==> config.mk <==
export PLATFORM = sky130hd
export DESIGN_NAME = mem_access_stage
export DESIGN_NICKNAME = d
export VERILOG_FILES = /design/src/rtl/mem_access_stage.sv
export SDC_FILE = /design/constraint.sdc
export NUM_CORES = 1
export LEC_CHECK = 0
export ABC_CLOCK_PERIOD_IN_PS = 13100
export BUFFER_PORTS_ARGS = -buffer_cell sky130_fd_sc_hd__clkbuf_2
export CORE_MARGIN = 2
export CORE_UTILIZATION = 46
export DETAILED_ROUTE_END_ITERATION = 7
export PLACE_DENSITY = 0.74
export SLEW_MARGIN = 20
export SYNTH_ARGS = -nofsm -noshare
export SYNTH_HDL_FRONTEND = slang
export SYNTH_SLANG_ARGS = --single-unit
==> constraint.sdc <==
create_clock -name clk -period 13.1 [get_ports clk]
set_clock_uncertainty 0.15 [all_clocks]
set_input_delay 1.31 -clock clk [delete_from_list [all_inputs] [get_ports clk]]
set_output_delay 1.31 -clock clk [all_outputs]
set_load 0.01 [all_outputs]
==> src/rtl/mem_access_stage.sv <==
// MEM pipeline stage: runs loads/stores as byte-serial transfers over a byte-wide RAM port
// and stalls the pipeline until the access completes; non-memory ops pass straight through.
module mem_access_stage (
   input  logic        clk,
   input  logic        rst,
   input  logic        valid_i,
   input  logic [3:0]  mem_op,
   input  logic [31:0] mem_addr,
   input  logic [31:0] mem_wdata,
   input  logic        modify_flag_i,
   input  logic [4:0]  modify_address_i,
   input  logic [31:0] modify_data_i,
   output logic        ram_req,
   output logic        ram_wr,
   output logic [31:0] ram_addr,
   output logic [7:0]  ram_wdata,
   input  logic [7:0]  ram_rdata,
   input  logic        ram_ready,
   output logic        stall_req,
   output logic        modify_flag,
   output logic [4:0]  modify_address,
   output logic [31:0] modify_data
);

   typedef enum logic [1:0] {IDLE = 2'd0, XFER = 2'd1, DONE = 2'd2} state_t;

   localparam logic [3:0] OP_LB  = 4'd1;
   localparam logic [3:0] OP_LH  = 4'd2;
   localparam logic [3:0] OP_LW  = 4'd3;
   localparam logic [3:0] OP_LBU = 4'd4;
   localparam logic [3:0] OP_LHU = 4'd5;
   localparam logic [3:0] OP_SB  = 4'd6;
   localparam logic [3:0] OP_SH  = 4'd7;
   localparam logic [3:0] OP_SW  = 4'd8;

   state_t      state_q, state_d;
   logic [1:0]  cnt_q, cnt_d;
   logic [3:0]  op_q, op_d;
   logic [31:0] base_q, base_d;
   logic [31:0] wdata_q, wdata_d;
   logic [4:0]  rd_q, rd_d;
   logic        flag_q, flag_d;
   logic [31:0] buf_q, buf_d;
   logic [31:0] wshift_s;

   function automatic logic is_mem(input logic [3:0] op);
      return (op >= OP_LB) && (op <= OP_SW);
   endfunction

   function automatic logic is_store(input logic [3:0] op);
      return (op >= OP_SB) && (op <= OP_SW);
   endfunction

   // Index of the final byte of the access (N-1).
   function automatic logic [1:0] last_idx(input logic [3:0] op);
      case (op)
         OP_LH, OP_LHU, OP_SH: return 2'd1;
         OP_LW, OP_SW:         return 2'd3;
         default:              return 2'd0;
      endcase
   endfunction

   function automatic logic [31:0] extend(input logic [3:0] op, input logic [31:0] b);
      case (op)
         OP_LB:   return {{24{b[7]}}, b[7:0]};
         OP_LH:   return {{16{b[15]}}, b[15:0]};
         OP_LW:   return b;
         OP_LBU:  return {24'd0, b[7:0]};
         OP_LHU:  return {16'd0, b[15:0]};
         default: return 32'd0;
      endcase
   endfunction

   assign wshift_s = wdata_q >> {cnt_q, 3'b000};

   // State and latch registers.
   always_ff @(posedge clk or posedge rst) begin
      if (rst) begin
         state_q <= IDLE;
         cnt_q   <= 2'd0;
         op_q    <= 4'd0;
         base_q  <= 32'd0;
         wdata_q <= 32'd0;
         rd_q    <= 5'd0;
         flag_q  <= 1'b0;
         buf_q   <= 32'd0;
      end else begin
         state_q <= state_d;
         cnt_q   <= cnt_d;
         op_q    <= op_d;
         base_q  <= base_d;
         wdata_q <= wdata_d;
         rd_q    <= rd_d;
         flag_q  <= flag_d;
         buf_q   <= buf_d;
      end
   end

   // Next-state and output logic.
   always_comb begin
      state_d        = state_q;
      cnt_d          = cnt_q;
      op_d           = op_q;
      base_d         = base_q;
      wdata_d        = wdata_q;
      rd_d           = rd_q;
      flag_d         = flag_q;
      buf_d          = buf_q;
      ram_req        = 1'b0;
      ram_wr         = 1'b0;
      ram_addr       = 32'd0;
      ram_wdata      = 8'd0;
      stall_req      = 1'b0;
      modify_flag    = 1'b0;
      modify_address = 5'd0;
      modify_data    = 32'd0;

      case (state_q)
         IDLE: begin
            if (valid_i && is_mem(mem_op)) begin
               stall_req = 1'b1;
               op_d      = mem_op;
               base_d    = mem_addr;
               wdata_d   = mem_wdata;
               rd_d      = modify_address_i;
               flag_d    = modify_flag_i;
               cnt_d     = 2'd0;
               buf_d     = 32'd0;
               state_d   = XFER;
            end else if (valid_i) begin
               modify_flag    = modify_flag_i;
               modify_address = modify_address_i;
               modify_data    = modify_data_i;
            end else begin
               stall_req = 1'b0;
            end
         end
         XFER: begin
            ram_req   = 1'b1;
            ram_wr    = is_store(op_q);
            ram_addr  = base_q + {30'd0, cnt_q};
            ram_wdata = wshift_s[7:0];
            stall_req = 1'b1;
            if (ram_ready) begin
               if (!is_store(op_q)) begin
                  case (cnt_q)
                     2'd0:    buf_d[7:0]   = ram_rdata;
                     2'd1:    buf_d[15:8]  = ram_rdata;
                     2'd2:    buf_d[23:16] = ram_rdata;
                     2'd3:    buf_d[31:24] = ram_rdata;
                     default: buf_d        = buf_q;
                  endcase
               end else begin
                  buf_d = buf_q;
               end
               if (cnt_q == last_idx(op_q)) begin
                  state_d = DONE;
               end else begin
                  cnt_d = cnt_q + 2'd1;
               end
            end else begin
               state_d = XFER;
            end
         end
         DONE: begin
            state_d = IDLE;
            if (!is_store(op_q)) begin
               modify_flag    = flag_q;
               modify_address = rd_q;
               modify_data    = extend(op_q, buf_q);
            end else begin
               modify_flag = 1'b0;
            end
         end
         default: state_d = IDLE;
      endcase

      // Outputs read zero for the whole reset pulse, even if valid_i is presented.
      if (rst) begin
         ram_req        = 1'b0;
         ram_wr         = 1'b0;
         ram_addr       = 32'd0;
         ram_wdata      = 8'd0;
         stall_req      = 1'b0;
         modify_flag    = 1'b0;
         modify_address = 5'd0;
         modify_data    = 32'd0;
      end else begin
         stall_req = stall_req;
      end
   end

endmodule

---- After elaboration in Yosys (flattened, before gate mapping) ----
Cells that the tools add are included.
word-level totals
  register bits ........................... 110
  bits of input ports ..................... 118
  output and inout bits ................... 81
  word-level logic and storage cells ...... 101
operators by class
  $add $sub $neg .......................... 2
  order comparisons ....................... 4
  equal/unequal tests ..................... 22
  shift operators ......................... 1
  muxes and demuxes ....................... 46
  reductions and logical operators ........ 15
operators by type and width
  operator            count
  $mux 32             9
  $pmux 32 s5         1
  $pmux 32 s2         2
  $mux 8              6
  $add 32x2->32       1
  $shr 32x5->8        1
  $mux 5              4
  $reduce_and 5->1    4
  $mux 2              8
  $eq 4x3->1 const B  3
  $pmux 2 s2          3
  $mux 1              10
  $pmux 5 s2          1
  $eq 4x2->1 const B  2
  $le 4x4->1 const B  2
  $ne 2x1->1 const B  4
  $ne 2x2->1 const B  4
  $eq 2x2->1 const B  3
  $eq 2x1->1 const B  2
  $eq 4x1->1 const B  1
  $eq 4x4->1 const B  1
  $ge 4x1->1 const B  1
  $ge 4x3->1 const B  1
  $logic_not 2->1     2
  other kinds (10)    14

---- Longest topological paths before layout ----
  depth after elaboration ................. 9
  depth in mapped cells ................... 8
  gate-level depth less buffers ........... 6

---- Worst setup path after synthesis ----
No wires, ideal clock.
  kind .................................... input to output
  from .................................... input port rst
  to ...................................... output port ram_addr[0]
  arrival time ............................ 5.297 ns
  data required time ...................... 11.640 ns
  slack ................................... 6.343 ns
  cell stages on the path ................. 3
  path buffers ............................ 1
  path through ............................ inv_1 clkbuf_1 and3_1
between the ends
  longest elaborated chain between the ends .. 1
RTL lines
  what                RTL line  source
  start: declaration  5         input logic rst,
  $mux 32             179       if (rst) begin
  end: declaration    15        output logic [31:0] ram_addr,
Every way passes these cells.

---- Worst setup path in the final report ----
  from .................................... input port rst
  to ...................................... output port ram_addr[13]
The elaborated chain is that of the path after synthesis.

==> impl_summary.md <==
Route
Wire segments on met3 add up to 1.058 mm in the final route. The uppermost signal routing layer after detailed routing is met4. In the routed layout, each cell is associated on average with a via count of 5.658. The detailed-route wire length on metal 1 is 6.320 mm. After the first detailed-routing iteration, the DRC count stood at 287.

The amount of wire on met2 after detailed routing is 7.753 mm. Wires add up to 15.56 mm. The post-route antenna net violation count is 0.

The wire length per cell is 17.21 um. In the routed design, unresolved DRC markers number 0. Detailed routing inserted a total of 5115 vias. The pre-antenna-repair detailed-routing pass consisted of 4 iterations.

Clock tree
Clock tree synthesis inserted a total of 9 buffers. The clock-pin slew of the registers on the worst-case setup and hold paths is 0.07 ns. At the later pin of the worst-skew pair, clock insertion delay measures 0.34 ns. The number of gates resized after cts is 0. The count of hold-fix buffers inserted at cts is 0. CTS saw 110 sinks. The post-CTS setup buffer count is 0.

The clock tree from TritonCTS is yes. CTS built an H-tree with a depth of 3. The longest clock path from root to sink contains 2 buffers. The tree is rooted in a clkbuf_16.

Synthesis
The number of enable flip-flop cells after synthesis is 0. The leading register cell type out of synthesis is dfrtp_1. The number of unique standard cell types used by synthesis is 50. The net count after synthesis is 679. A synthesized cell averages 10.89 um2. The count of synthesis-stage warnings from yosys is 0.

The cell count after synthesis is 554. The flip-flop and latch count after synthesis is 110. Of all flip-flops after synthesis, the portion carrying an async set or reset was 100.0%. The share of the Yosys chip area taken by registers is 45.64%. Summing every instance area after synthesis gives 6031 um2.

Place
The HPWL after detailed placement is 11.38 mm. The instance count after placement with tap cells included is 889. The total of buffers placed on input and output ports is 198. At the end of routability-driven placement, the weighted congestion stood at 0.8666.

In this run the cell area measured after placement is 7094 um2.

Worst setup path
In this run the register-to-register setup slack is 10.44 ns. The category of the critical setup timing path is primary input to primary output. The destination of the worst register-to-register timing path is base_q[27]. The kind of start point of the critical path is a primary input. The cell occurring most often along the worst timing path is clkbuf_2. The highest-delay cell along the critical path is nand2_1. The critical path buffer and inverter count is 3. Traced cell by cell, the critical path runs through clkbuf_2 > inv_4 > nand2_1 > a21oi_1 > clkbuf_2. The startpoint identified for the worst register-to-register timing path is state_q[0]. The required time of the critical path is 11.64 ns. The critical path capture point type is a primary output.

The path depth of the worst reg2reg path is 5. The family of cells with the greatest summed delay on the critical path is buffers and inverters. The data arrival time of the critical path is 3.28 ns. Along the worst path, the maximum fanout reaches 57. The critical path's largest stage delay is 0.76 ns.

Die
The die is 118.5 um tall. The I/O pin total is 199. The die area is 14040 um2.

Measured along the x axis, the die boundary spans 118.5 um. The core region is 12720 um2. The initial utilization of the core area, before any placement, comes to 47.40%. Row generation in the floorplan step produced 41 rows.

Power and ir drop
The largest voltage drop on the vdd net is 0.0001081 V. Per report_power, the combinational group accounts for 39.5% of the total. For this design the static power due to leakage is 3.419 nW. The internal power of the cells totals 952.1 uW.

Sequential cells burn 44.1% of the power. The switching fraction of total power is 37.50%. The analysis attributes to net switching a power of 571.3 uW. The share of power burned in the clock network is 16.4%. The power density of the placed cells is 207.0 nW/um2.

Flow run
The number of maximum-capacitance violations is 0.

Global route
The total congestion overflow after global routing is 0. The number of antenna violations at the first check in global routing is 0. The first-pass GRT wire length is 25.38 mm.

The via count of the first global-routing pass is 5122. Entering global routing, the biggest net connects 77 pins. Across every metal layer, demand over resource in global routing totals 22.38%.

Worst hold path
The path class of the lowest-slack min-delay path is flip-flop to flip-flop. The source of the worst hold timing path is buf_q[28]. The sink of the worst hold path is buf_q[28]. The number of instances on the worst hold path is 1.

Cells and area
From synthesis to final layout, the design area changed by 22.05%. The layout has 1123 filler cells. The net count reported at finish is 853. The post-route cell area is 7361 um2. The number of antenna diodes in the final layout is 0. The most common library cell in the layout ignoring fill and taps is clkbuf_2. The layout cell share with drive strength beyond 1 is 41.80%. After the flow finishes, the layout carries non-filler instances totaling 904. The top cell types in the final layout, fill and taps aside, are clkbuf_2, dfrtp_1, mux2_2.

Run status
The run finished with clean final reports.

Timing
The sum of negative setup slack is 0 ns. The worst hold slack after final layout is 0.3434 ns. The final count of negative-setup-slack endpoints is 0.

The number of failing hold endpoints at the final stage is 0. The final critical delay including setup and external delays is 4.745 ns. The fraction of the cycle the final worst path needs is 36.22%.

For the pin with the worst max-slew slack, the measured transition is 0.9937 ns. The tightest slew margin relative to the limit is 33.60%. Setup repair after global routing left no endpoint under its margin.

Based on the critical path, the design can be clocked at up to 210.8 MHz. The final-report max-slew violation count is 0.
## worst max path at each step
stage	startpoint	end	slack (ns)	cells after the start
2_1_floorplan	rst	ram_addr[0]	6.34	3
3_3_place_gp	mem_op[3]	modify_data[16]	8.45	8
3_5_place_dp	rst	ram_addr[13]	8.34	5
4_1_cts	rst	ram_addr[13]	8.32	5
5_1_grt	rst	ram_addr[13]	8.12	5
6_report	rst	ram_addr[13]	8.36	5
## per-stage QoR
stage	power (mW)	setup slack, ns	utilization (%)
6_report	1.523	8.355	57.86
5_1_grt	1.633	8.118	57.86
4_1_cts	1.538	8.316	57.86
3_5_place_dp	1.277	8.345	55.76
3_3_place_gp	1.239	8.454	55.76
2_1_floorplan	1.089	6.343	-
## registers in the layout, summed over array words and instances (netlist names)
register,flops
op_q,4
base_q,32
cnt_q,2
wdata_q,32
rd_q,5
flag_q,1
buf_q,32
state_q,2
## synth_stat cells (5+ instances only)
cell type	number	area [um2]
and4_1	6	52.55
clkbuf_1	23	86.33
and3_1	18	112.6
mux4_2	8	180.2
a21oi_1	32	160.2
inv_1	7	26.28
ha_1	6	75.07
nand2b_1	6	37.54
a32o_1	24	240.2
nor3_1	6	30.03
nand4_1	8	50.05
mux2_2	72	810.8
nand2_1	45	168.9
a21o_1	5	37.54
nand3_1	7	35.03
nor2_1	32	120.1
o21ai_0	30	150.1
buf_2	13	65.06
xor2_1	20	175.2
a22o_1	22	192.7
dfrtp_1	110	2753
xnor2_1	6	52.55
## worst reg2reg max path, cell delays in order, from the launching register on
cell and delay, ns:
dfrtp_1 0.44, nand2b_1 0.21, or3_1 0.43, nor2_4 0.11
buf_4 0.70, mux2_2 0.52
## cell type report
class / instances / area [um2] / share of cell area (%)
multi-input cells: 396 / 3062 / 41.59
flip-flops and latches: 110 / 2753 / 37.40
clock inverters: 4 / 23.77 / 0.3230
well taps: 172 / 215.2 / 2.924
inverters: 7 / 28.78 / 0.3910
repair buffers: 204 / 1036 / 14.07
clock buffers: 11 / 242.7 / 3.298
## logic make-up (layout without fill, tap and decap cells)
group / after synthesis / in the layout / share of synthesized area, %
XOR/XNOR: 26 / 26 / 3.776
AND/OR/NAND/NOR: 154 / 154 / 13.42
flip-flops: 110 / 110 / 45.64
multiplexers: 81 / 81 / 16.60
AO/OA/AOI/OAI: 128 / 128 / 15.17
buffers and inverters: 48 / 226 / 3.817
adder cells (fa/ha/maj): 7 / 7 / 1.577
## power groups by stage
stage               Sequential [mW]  Combinational [mW]  Clock, mW
global placement              0.660               0.580          0
CTS                           0.672               0.607      0.258
global route                  0.702               0.658      0.273
finish                        0.672               0.602      0.249
detailed placement            0.675               0.602          0
floorplan                     0.603               0.487          0
## metal layers
metal  track usage, %  vias to the layer above
li1                 -                     2396
met5                0                        -
met2            38.01                      189
met4            8.705                        0
met3            4.923                       30
met1            27.84                     2500
Note: power is estimated with default switching activity, not from simulation.
